### src/rtl/data_memory_port.sv
`default_nettype none
// ============================================================================
// Module   : data_memory_port
// Brief    : Load/store port between execute stage and a word-wide req/ack
//            data bus: byte enables, lane shifting, load extension, stall.
//            Optional misaligned support: DATA_MEMORY_PORT_MISALIGNED_EN.
// Revision : 1.0 - initial release
// ============================================================================
module data_memory_port #(
    parameter int ADDR_W         = 32,
    parameter int TIMEOUT_CYCLES = 16
) (
    input  logic              clk,
    input  logic              rst_n,
    input  logic              req_valid,
    input  logic              req_we,
    input  logic [1:0]        req_mask,      // 00 byte, 01 half, 1x word
    input  logic              req_sign_ext,
    input  logic [ADDR_W-1:0] req_addr,
    input  logic [31:0]       req_wdata,
    output logic              stall,
    output logic              rsp_valid,
    output logic [31:0]       rsp_rdata,
    output logic              rsp_err,
    output logic              mem_req,
    output logic              mem_we,
    output logic [ADDR_W-3:0] mem_addr,
    output logic [3:0]        mem_be,
    output logic [31:0]       mem_wdata,
    input  logic              mem_ack,
    input  logic [31:0]       mem_rdata
);
    localparam int c_aw    = ADDR_W - 2;
    localparam int c_cnt_w = $clog2(TIMEOUT_CYCLES + 1);
    localparam logic [c_cnt_w-1:0] c_cnt_last = c_cnt_w'(TIMEOUT_CYCLES - 1);
`ifdef DATA_MEMORY_PORT_MISALIGNED_EN
    localparam int c_lanes = 8;
`else
    localparam int c_lanes = 4;
`endif
    localparam int c_dw = c_lanes * 8;

    localparam logic [1:0] c_st_idle  = 2'd0;
    localparam logic [1:0] c_st_beat0 = 2'd1;
`ifdef DATA_MEMORY_PORT_MISALIGNED_EN
    localparam logic [1:0] c_st_beat1 = 2'd2;
`endif
    localparam logic [1:0] c_st_done  = 2'd3;

    logic [1:0]         r_state;
    logic [1:0]         w_state_nxt;
    logic               w_timeout;

    logic               r_we;
    logic [1:0]         r_mask;
    logic               r_sext;
    logic [1:0]         r_off;
    logic [c_aw-1:0]    r_waddr;
    logic [c_lanes-1:0] r_be;
    logic [c_dw-1:0]    r_wd;
    logic               r_err;
    logic [c_cnt_w-1:0] r_cnt;
    logic [31:0]        r_rd_lo;
`ifdef DATA_MEMORY_PORT_MISALIGNED_EN
    logic [31:0]        r_rd_hi;
    logic               r_cross;
    logic               w_cross;
`else
    logic               w_misal;
`endif

    logic [1:0]         w_off;
    logic [2:0]         w_size;
    logic [c_lanes-1:0] w_be;
    logic [c_dw-1:0]    w_wd;
    logic [31:0]        w_rd_sh;
    logic [31:0]        w_load;

    assign w_off = req_addr[1:0];

    // Request decode: size, lane-shifted enables and data
    always_comb begin
        w_size = 3'd4;
        w_be   = c_lanes'(4'b1111);
        if (req_mask == 2'b00) begin
            w_size = 3'd1;
            w_be   = c_lanes'(4'b0001);
        end else if (req_mask == 2'b01) begin
            w_size = 3'd2;
            w_be   = c_lanes'(4'b0011);
        end
        w_be = w_be << w_off;
        w_wd = c_dw'(req_wdata);
        w_wd = w_wd << {w_off, 3'b000};
`ifdef DATA_MEMORY_PORT_MISALIGNED_EN
        w_cross = ({1'b0, w_off} + w_size) > 3'd4;
`else
        w_misal = ((w_size == 3'd2) && w_off[0]) ||
                  ((w_size == 3'd4) && (w_off != 2'b00));
`endif
    end

    // Load realignment and extension
    always_comb begin
`ifdef DATA_MEMORY_PORT_MISALIGNED_EN
        w_rd_sh = 32'({r_rd_hi, r_rd_lo} >> {r_off, 3'b000});
`else
        w_rd_sh = r_rd_lo >> {r_off, 3'b000};
`endif
        if (r_mask == 2'b00) begin
            w_load = {{24{r_sext & w_rd_sh[7]}}, w_rd_sh[7:0]};
        end else if (r_mask == 2'b01) begin
            w_load = {{16{r_sext & w_rd_sh[15]}}, w_rd_sh[15:0]};
        end else begin
            w_load = w_rd_sh;
        end
    end

    always_comb begin
        w_state_nxt = r_state;
        w_timeout   = 1'b0;
        stall       = 1'b0;
        mem_req     = 1'b0;
        mem_we      = 1'b0;
        mem_addr    = '0;
        mem_be      = '0;
        mem_wdata   = '0;
        rsp_valid   = 1'b0;
        rsp_err     = 1'b0;
        rsp_rdata   = '0;
        case (r_state)
            c_st_idle: begin
                if (req_valid) begin
                    stall = 1'b1;
`ifdef DATA_MEMORY_PORT_MISALIGNED_EN
                    w_state_nxt = c_st_beat0;
`else
                    w_state_nxt = w_misal ? c_st_done : c_st_beat0;
`endif
                end
            end
            c_st_beat0: begin
                stall     = 1'b1;
                mem_req   = 1'b1;
                mem_we    = r_we;
                mem_addr  = r_waddr;
                mem_be    = r_be[3:0];
                mem_wdata = r_wd[31:0];
                if (mem_ack) begin
`ifdef DATA_MEMORY_PORT_MISALIGNED_EN
                    w_state_nxt = r_cross ? c_st_beat1 : c_st_done;
`else
                    w_state_nxt = c_st_done;
`endif
                end else if (r_cnt == c_cnt_last) begin
                    w_state_nxt = c_st_done;
                    w_timeout   = 1'b1;
                end
            end
`ifdef DATA_MEMORY_PORT_MISALIGNED_EN
            c_st_beat1: begin
                stall     = 1'b1;
                mem_req   = 1'b1;
                mem_we    = r_we;
                mem_addr  = r_waddr + c_aw'(1);
                mem_be    = r_be[7:4];
                mem_wdata = r_wd[63:32];
                if (mem_ack) begin
                    w_state_nxt = c_st_done;
                end else if (r_cnt == c_cnt_last) begin
                    w_state_nxt = c_st_done;
                    w_timeout   = 1'b1;
                end
            end
`endif
            c_st_done: begin
                rsp_valid   = 1'b1;
                rsp_err     = r_err;
                rsp_rdata   = (r_err || r_we) ? 32'h0 : w_load;
                w_state_nxt = c_st_idle;
            end
            default: w_state_nxt = c_st_idle;
        endcase
        // Keep the pipeline free while reset is asserted, whatever req_valid does
        if (!rst_n) stall = 1'b0;
    end

    always_ff @(posedge clk or negedge rst_n) begin
        if (!rst_n) r_state <= c_st_idle;
        else        r_state <= w_state_nxt;
    end

    always_ff @(posedge clk or negedge rst_n) begin
        if (!rst_n) begin
            r_we    <= 1'b0;
            r_mask  <= 2'b00;
            r_sext  <= 1'b0;
            r_off   <= 2'b00;
            r_waddr <= '0;
            r_be    <= '0;
            r_wd    <= '0;
            r_err   <= 1'b0;
            r_cnt   <= '0;
            r_rd_lo <= '0;
`ifdef DATA_MEMORY_PORT_MISALIGNED_EN
            r_rd_hi <= '0;
            r_cross <= 1'b0;
`endif
        end else begin
            if ((r_state == c_st_idle) && req_valid) begin
                r_we    <= req_we;
                r_mask  <= req_mask;
                r_sext  <= req_sign_ext;
                r_off   <= w_off;
                r_waddr <= req_addr[ADDR_W-1:2];
                r_be    <= w_be;
                r_wd    <= w_wd;
                r_cnt   <= '0;
`ifdef DATA_MEMORY_PORT_MISALIGNED_EN
                r_err   <= 1'b0;
                r_cross <= w_cross;
`else
                r_err   <= w_misal;
`endif
            end
            if (mem_req) r_cnt <= mem_ack ? '0 : r_cnt + c_cnt_w'(1);
            if (w_timeout) r_err <= 1'b1;
            if ((r_state == c_st_beat0) && mem_ack) r_rd_lo <= mem_rdata;
`ifdef DATA_MEMORY_PORT_MISALIGNED_EN
            if ((r_state == c_st_beat1) && mem_ack) r_rd_hi <= mem_rdata;
`endif
        end
    end

endmodule
`default_nettype wire

### config.mk
export PLATFORM = sky130hd
export DESIGN_NAME = data_memory_port
export DESIGN_NICKNAME = d
export VERILOG_FILES = /design/src/rtl/data_memory_port.sv
export SDC_FILE = /design/constraint.sdc
export NUM_CORES = 1
export LEC_CHECK = 0
export ABC_AREA = 0
export CORE_ASPECT_RATIO = 0.8
export CORE_MARGIN = 2
export CORE_UTILIZATION = 46
export CTS_CLUSTER_DIAMETER = 30
export DETAILED_ROUTE_END_ITERATION = 10
export GPL_ROUTABILITY_DRIVEN = 0
export MAX_ROUTING_LAYER = met4
export PLACE_DENSITY_LB_ADDON = 0.08
export SLEW_MARGIN = 20
export SYNTH_ARGS = -nofsm -noshare
export SYNTH_HDL_FRONTEND = slang
export SYNTH_SLANG_ARGS = --single-unit
### constraint.sdc
create_clock -name clk -period 2.75 [get_ports clk]
set_clock_uncertainty 0.15 [all_clocks]
set_input_delay 0.6875 -clock clk [delete_from_list [all_inputs] [get_ports clk]]
set_output_delay 0.6875 -clock clk [all_outputs]
set_load 0.01 [all_outputs]
**After elaboration in Yosys (flattened, before gate mapping)**

Cells that the tools add are included.

- Output and inout bits: 103
- Flip-flop bits (word level): 112
- Bits of input ports: 104
- Word-level logic and storage cells: 70

- Eq/ne operators: 9
- Reduce and logical (&&, ||, !) cells: 13
- $add $sub $neg: 1
- Shift-type cells: 3
- Muxes and demuxes: 31
- Bitwise gates (word level): 2

Operators by type and width:

| kind | count |
|---|---|
| $mux W32 | 5 |
| $shl A32 B5 Y32 | 1 |
| $shr A32 B5 Y32 | 1 |
| $mux W30 | 1 |
| $mux W5 | 3 |
| $mux W4 | 3 |
| $mux W1 | 11 |
| $mux W2 | 4 |
| $eq A2 B1 Y1 const B | 3 |
| $logic_not A2 Y1 | 3 |
| $mux W3 | 2 |
| $reduce_bool A2 Y1 | 3 |
| $add A5 B1 Y5 const B | 1 |
| $eq A5 B4 Y1 const B | 1 |
| $logic_and A1 B1 Y1 | 4 |
| $pmux W2 S2 | 1 |
| $shl A4 B2 Y4 | 1 |
| $eq A3 B2 Y1 const B | 1 |
| $eq A3 B3 Y1 const B | 1 |
| $ne A3 B3 Y1 const B | 1 |
| $and A1 B1 Y1 | 2 |
| $eq A2 B2 Y1 const B | 1 |
| $logic_or A1 B1 Y1 | 2 |
| $ne A2 B2 Y1 const B | 1 |
| other kinds (2) | 2 |

**Longest topological paths before layout**

- Depth after elaboration: 9
- Gate-level depth with buffers: 6
- Depth with buffers taken out: 5

**Worst setup path after synthesis**

No wires, ideal clock.

- Path kind: register to output
- From: register r_off[0]
- To: output port rsp_rdata[30]
- Slack: 0.501 ns
- Arrival time: 1.411 ns
- Path buffers: 2
- Stages on the path, launching flop included: 7
- Data required time: 1.913 ns
- Cells stage by stage: dfrtp_1 > buf_4 > nand2b_1 > a311oi_2 > o211ai_2 > buf_6 > nand2_1

- Longest elaborated chain between the ends: 6

Ends and longest elaborated chain:

| item | RTL line | text |
|---|---|---|
| start, declared | 57 | `logic [1:0] r_off;` |
| start signal, assigned | 214 | `r_off <= w_off;` |
| $shr A32 B5 Y32 * | 108 | `w_rd_sh = r_rd_lo >> {r_off, 3'b000};` |
| $and A1 B1 Y1 | 113 | `w_load = {{16{r_sext & w_rd_sh[15]}}, w_rd_sh[15:0]};` |
| $mux W32 | 112 | `end else if (r_mask == 2'b01) begin` |
| $mux W32 * | 110 | `if (r_mask == 2'b00) begin` |
| $mux W32 * | 179 | `rsp_rdata = (r_err \|\| r_we) ? 32'h0 : w_load;` |
| $mux W32 * | 131 | `case (r_state)` |
| end, declared | 23 | `output logic [31:0] rsp_rdata,` |

Every way passes the cells marked *; elsewhere a longest branch is shown, timed or not.

**Worst setup path in the final report**

- From: register r_off[0]
- To: output port rsp_rdata[29]

Same word-level chain as after synthesis.

==> flow_summary_export.csv <==
group,metric,value,unit
outcome,outcome,"finished with violations",
outcome,violations,"setup timing",
die,die_x,131,µm
die,core_area,12800,µm²
timing,tightest_slew,0.686,ns
setup_path,worstSetupPathType,"register to primary output",
clock_tree,cts_root_buffer,"clkbuf_16",
power,clkPwrFrac,15.9,%
setup_path,critical_path.slowest_cell,"dfrtp_2",
setup_path,crit_path_start_kind,"register",
setup_path,r2r_start,"r_state[0]",
detailed_routing,dr.first_iter.drc_count,331,
logic_synthesis,yosysMostFrequentCell,"nand2_1",
power,leakage,4.40,nW
cells_and_area,syn_to_final_growth,49.9,%
die,start_util,46.7,%
grt,grt_usage,26.9,%
logic_synthesis,synth_common_cells,"167 x nand2_1, 112 x dfrtp_1, 70 x and2_1, 38 x mux2_1",
detailed_routing,wirelength,18.0,mm
setup_path,crit_arrival,1.96,ns
logic_synthesis,synth_ff_type,"dfrtp_1",
clock_tree,cts_buffer_depth,2,
cells_and_area,final_area,8950,µm²
detailed_routing,drc,0,
cells_and_area,antenna_cells,0,
logic_synthesis,ys_async_sr_fraction,100,%
place,postPlaceCellArea,8400,µm²
logic_synthesis,yosysWarnings,0,
timing,setup_viol,17,
logic_synthesis,synth-seq-area-share,46.9,%
cells_and_area,layout.nets,980,
power,comb_power_share,50.6,%
setup_path,cp_max_fo,8,
cells_and_area,seq_area,2810,µm²
clock_tree,cts_num_sinks,112,
detailed_routing,vias,5473,
cells_and_area,nFillCells,1005,
die,die_area,13900,µm²
clock_tree,cts_tree,"done",
timing,rsz0062_at_grt,"true",
setup_path,end_kind,"primary output",
timing,min_period,2.80,ns
detailed_routing,postRouteAntennaNets,0,
timing,final.setup.worst_slack,-0.0523,ns
logic_synthesis,ys_seq_elements,112,
detailed_routing,detail_route.vias_per_cell,5.19,
grt,antenna_found_initial,0,
place,dp_hpwl,12.2,mm
logic_synthesis,synthMuxAreaShare,13.4,%
setup_path,crit_buf_inv,5,
power,p_int,5.51,mW
timing,relSlewSlack,54.2,%
logic_synthesis,synth_area_leaders,"dfrtp_1 47%, nand2_1 10%, and2_1 7.3%",
setup_path,cp_cell_sequence,"buf_6 > buf_8 > buf_4 > nor4b_4 > buf_6 > nand2_1 > nand2_1 > buf_2",
logic_synthesis,synth_top_area_share,46.9,%
clock_tree,cts_buffers,9,
timing,maxSlewViolCount,0,
logic_synthesis,synth_xor_area_share,0.293,%
job,cap_violations,0,
clock_tree,clkTransAtPathRegs,0.07,ns
grt,grt_pass1_wl,29.1,mm
logic_synthesis,syn_avg_cell_area,9.32,µm²
grt,grt.overflow.total,0,
timing,fin_crit_sh,102,%
power,switching_share,38.1,%
timing,hold_violations,0,
die,rows,37,
power,switchingPower,3.39,mW
logic_synthesis,synth_edf_count,0,
die,die-height,106,µm
setup_path,worstSetupStartpoint,"r_off[0]",
cells_and_area,multi_input_area,3070,µm²
logic_synthesis,syn_area,5970,µm²
logic_synthesis,synth.distinct_cells,42,
setup_path,r2r_slack,0.65,ns
logic_synthesis,synth_cells,641,
power,p_per_area,994,nW/µm²
clock_tree,htree_levels,3,
logic_synthesis,synth_compound_area_share,10.2,%
logic_synthesis,synth_top_family_by_area,"simple AND/OR/NAND/NOR gates",
grt,grt_pass1_vias,5691,
logic_synthesis,syn_nets,747,
clock_tree,cts_hold_buf,0,
logic_synthesis,synth_fa_ha_area_share,0.419,%
worst_hold_path,worstHoldPathType,"primary input to asynchronous set/reset pin",
power,seq_power_share,33.5,%
logic_synthesis,yosys.area_share.simple,24.7,%
die,ios,207,
setup_path,cp_slowest_stage_delay,0.43,ns
setup_path,cp_data_required_time,1.91,ns
clock_tree,worstSkewPairLatency,0.34,ns
grt,grt_start_max_net_pins,113,
cells_and_area,drive_gt1_share,17.6,%
setup_path,path_delay_family,"buffers and inverters",
logic_synthesis,yosysTopAreaCell,"dfrtp_1",
detailed_routing,drt-wirelength-per-cell,17.1,µm
detailed_routing,drt_pass1_iterations,5,
power,peakVddDrop,0.460,mV
timing,clock.fmax,357,MHz
timing,whs,0.289,ns
place,io_buffers,206,
metal layers:
layer	up-vias	wire [µm]	GRT usage, %
met5	-	0	-
met4	0	450	6.91
met3	34	1210	6.10
met2	197	8340	41.6
met1	2634	7990	36.1
li1	2608	-	-
sequential cells by signal (all words and copies together), names as in the netlist, 2 cells and up:
name / count
r_waddr: 30
r_mask: 2
r_wd: 32
r_cnt: 5
r_off: 2
r_state: 2
r_rd_lo: 32
r_be: 4
power groups by stage:
stage / clock (mW) / sequential (mW) / combinational, mW
global route: 1.51 / 3.07 / 4.91
floorplan: 0 / 2.77 / 2.35
global placement: 0 / 2.95 / 4.08
detailed placement: 0 / 2.98 / 4.14
finish: 1.41 / 2.98 / 4.51
CTS: 1.45 / 2.95 / 4.33
logic make-up after synthesis:
group	Yosys count
buf+inv	49
xor+xnor	2
simple gates	311
flops	112
fa+ha+maj	2
compound gates	91
mux	74
final timing paths:
check                                     end  cells after the start
worst min-delay path                  r_wd[8]                      2
min in group clk                      r_wd[4]                      2
worst max register to register    r_rd_lo[18]                      8
max in group asynchronous            r_off[1]                      2
worst min register to register        r_wd[4]                      2
worst max-delay path            rsp_rdata[29]                      8
per-stage QoR:
| step | total power, mW | worst slack [ns] | TNS [ns] | utilization, % | cells |
|---|---|---|---|---|---|
| 3_3_place_gp | 7.02 | -0.0710 | -0.0710 | 65.7 | 1013 |
| 4_1_cts | 8.73 | -0.0357 | -0.173 | 69.2 | 1048 |
| 5_1_grt | 9.49 | -0.119 | -1.79 | 70.1 | 1054 |
| 2_1_floorplan | 5.12 | 0.501 | 0 | - | 641 |
| 6_report | 8.90 | -0.0523 | -0.578 | 70.1 | 1054 |
| 3_5_place_dp | 7.12 | -0.0916 | -0.429 | 65.7 | 1013 |
repair_timing:
item / CTS / global route
cloned: 3 / 0
pin swaps: 8 / 11
endpoints found under the setup margin: 101 / 41
resized for setup: 194 / 63
buffers inserted: 16 / 8
final cells by class:
class                   count  share of cell area [%]
clock buffers              11                    2.60
repair buffers            267                    28.1
flip-flops and latches    112                    31.4
multi-input cells         480                    34.3
well taps                 175                    2.45
clock inverters             5                   0.964
inverters                   4                   0.224
cells in the final DEF, fill, tap and decap left out, drive strengths merged, types with 4 or more instances in the layout:
| cell type | n |
|---|---|
| mux2i | 33 |
| and2 | 70 |
| nand2b | 4 |
| nand3 | 9 |
| o31ai | 9 |
| clkdlybuf4s15 | 9 |
| nand2 | 168 |
| a211oi | 33 |
| clkbuf | 21 |
| nor2b | 19 |
| dlygate4sd2 | 60 |
| a21oi | 20 |
| mux2 | 40 |
| clkdlybuf4s50 | 104 |
| buf | 83 |
| o21ai | 20 |
| dfrtp | 112 |
| nor2 | 32 |
| inv | 6 |
Power figures use the tool's default switching activity.
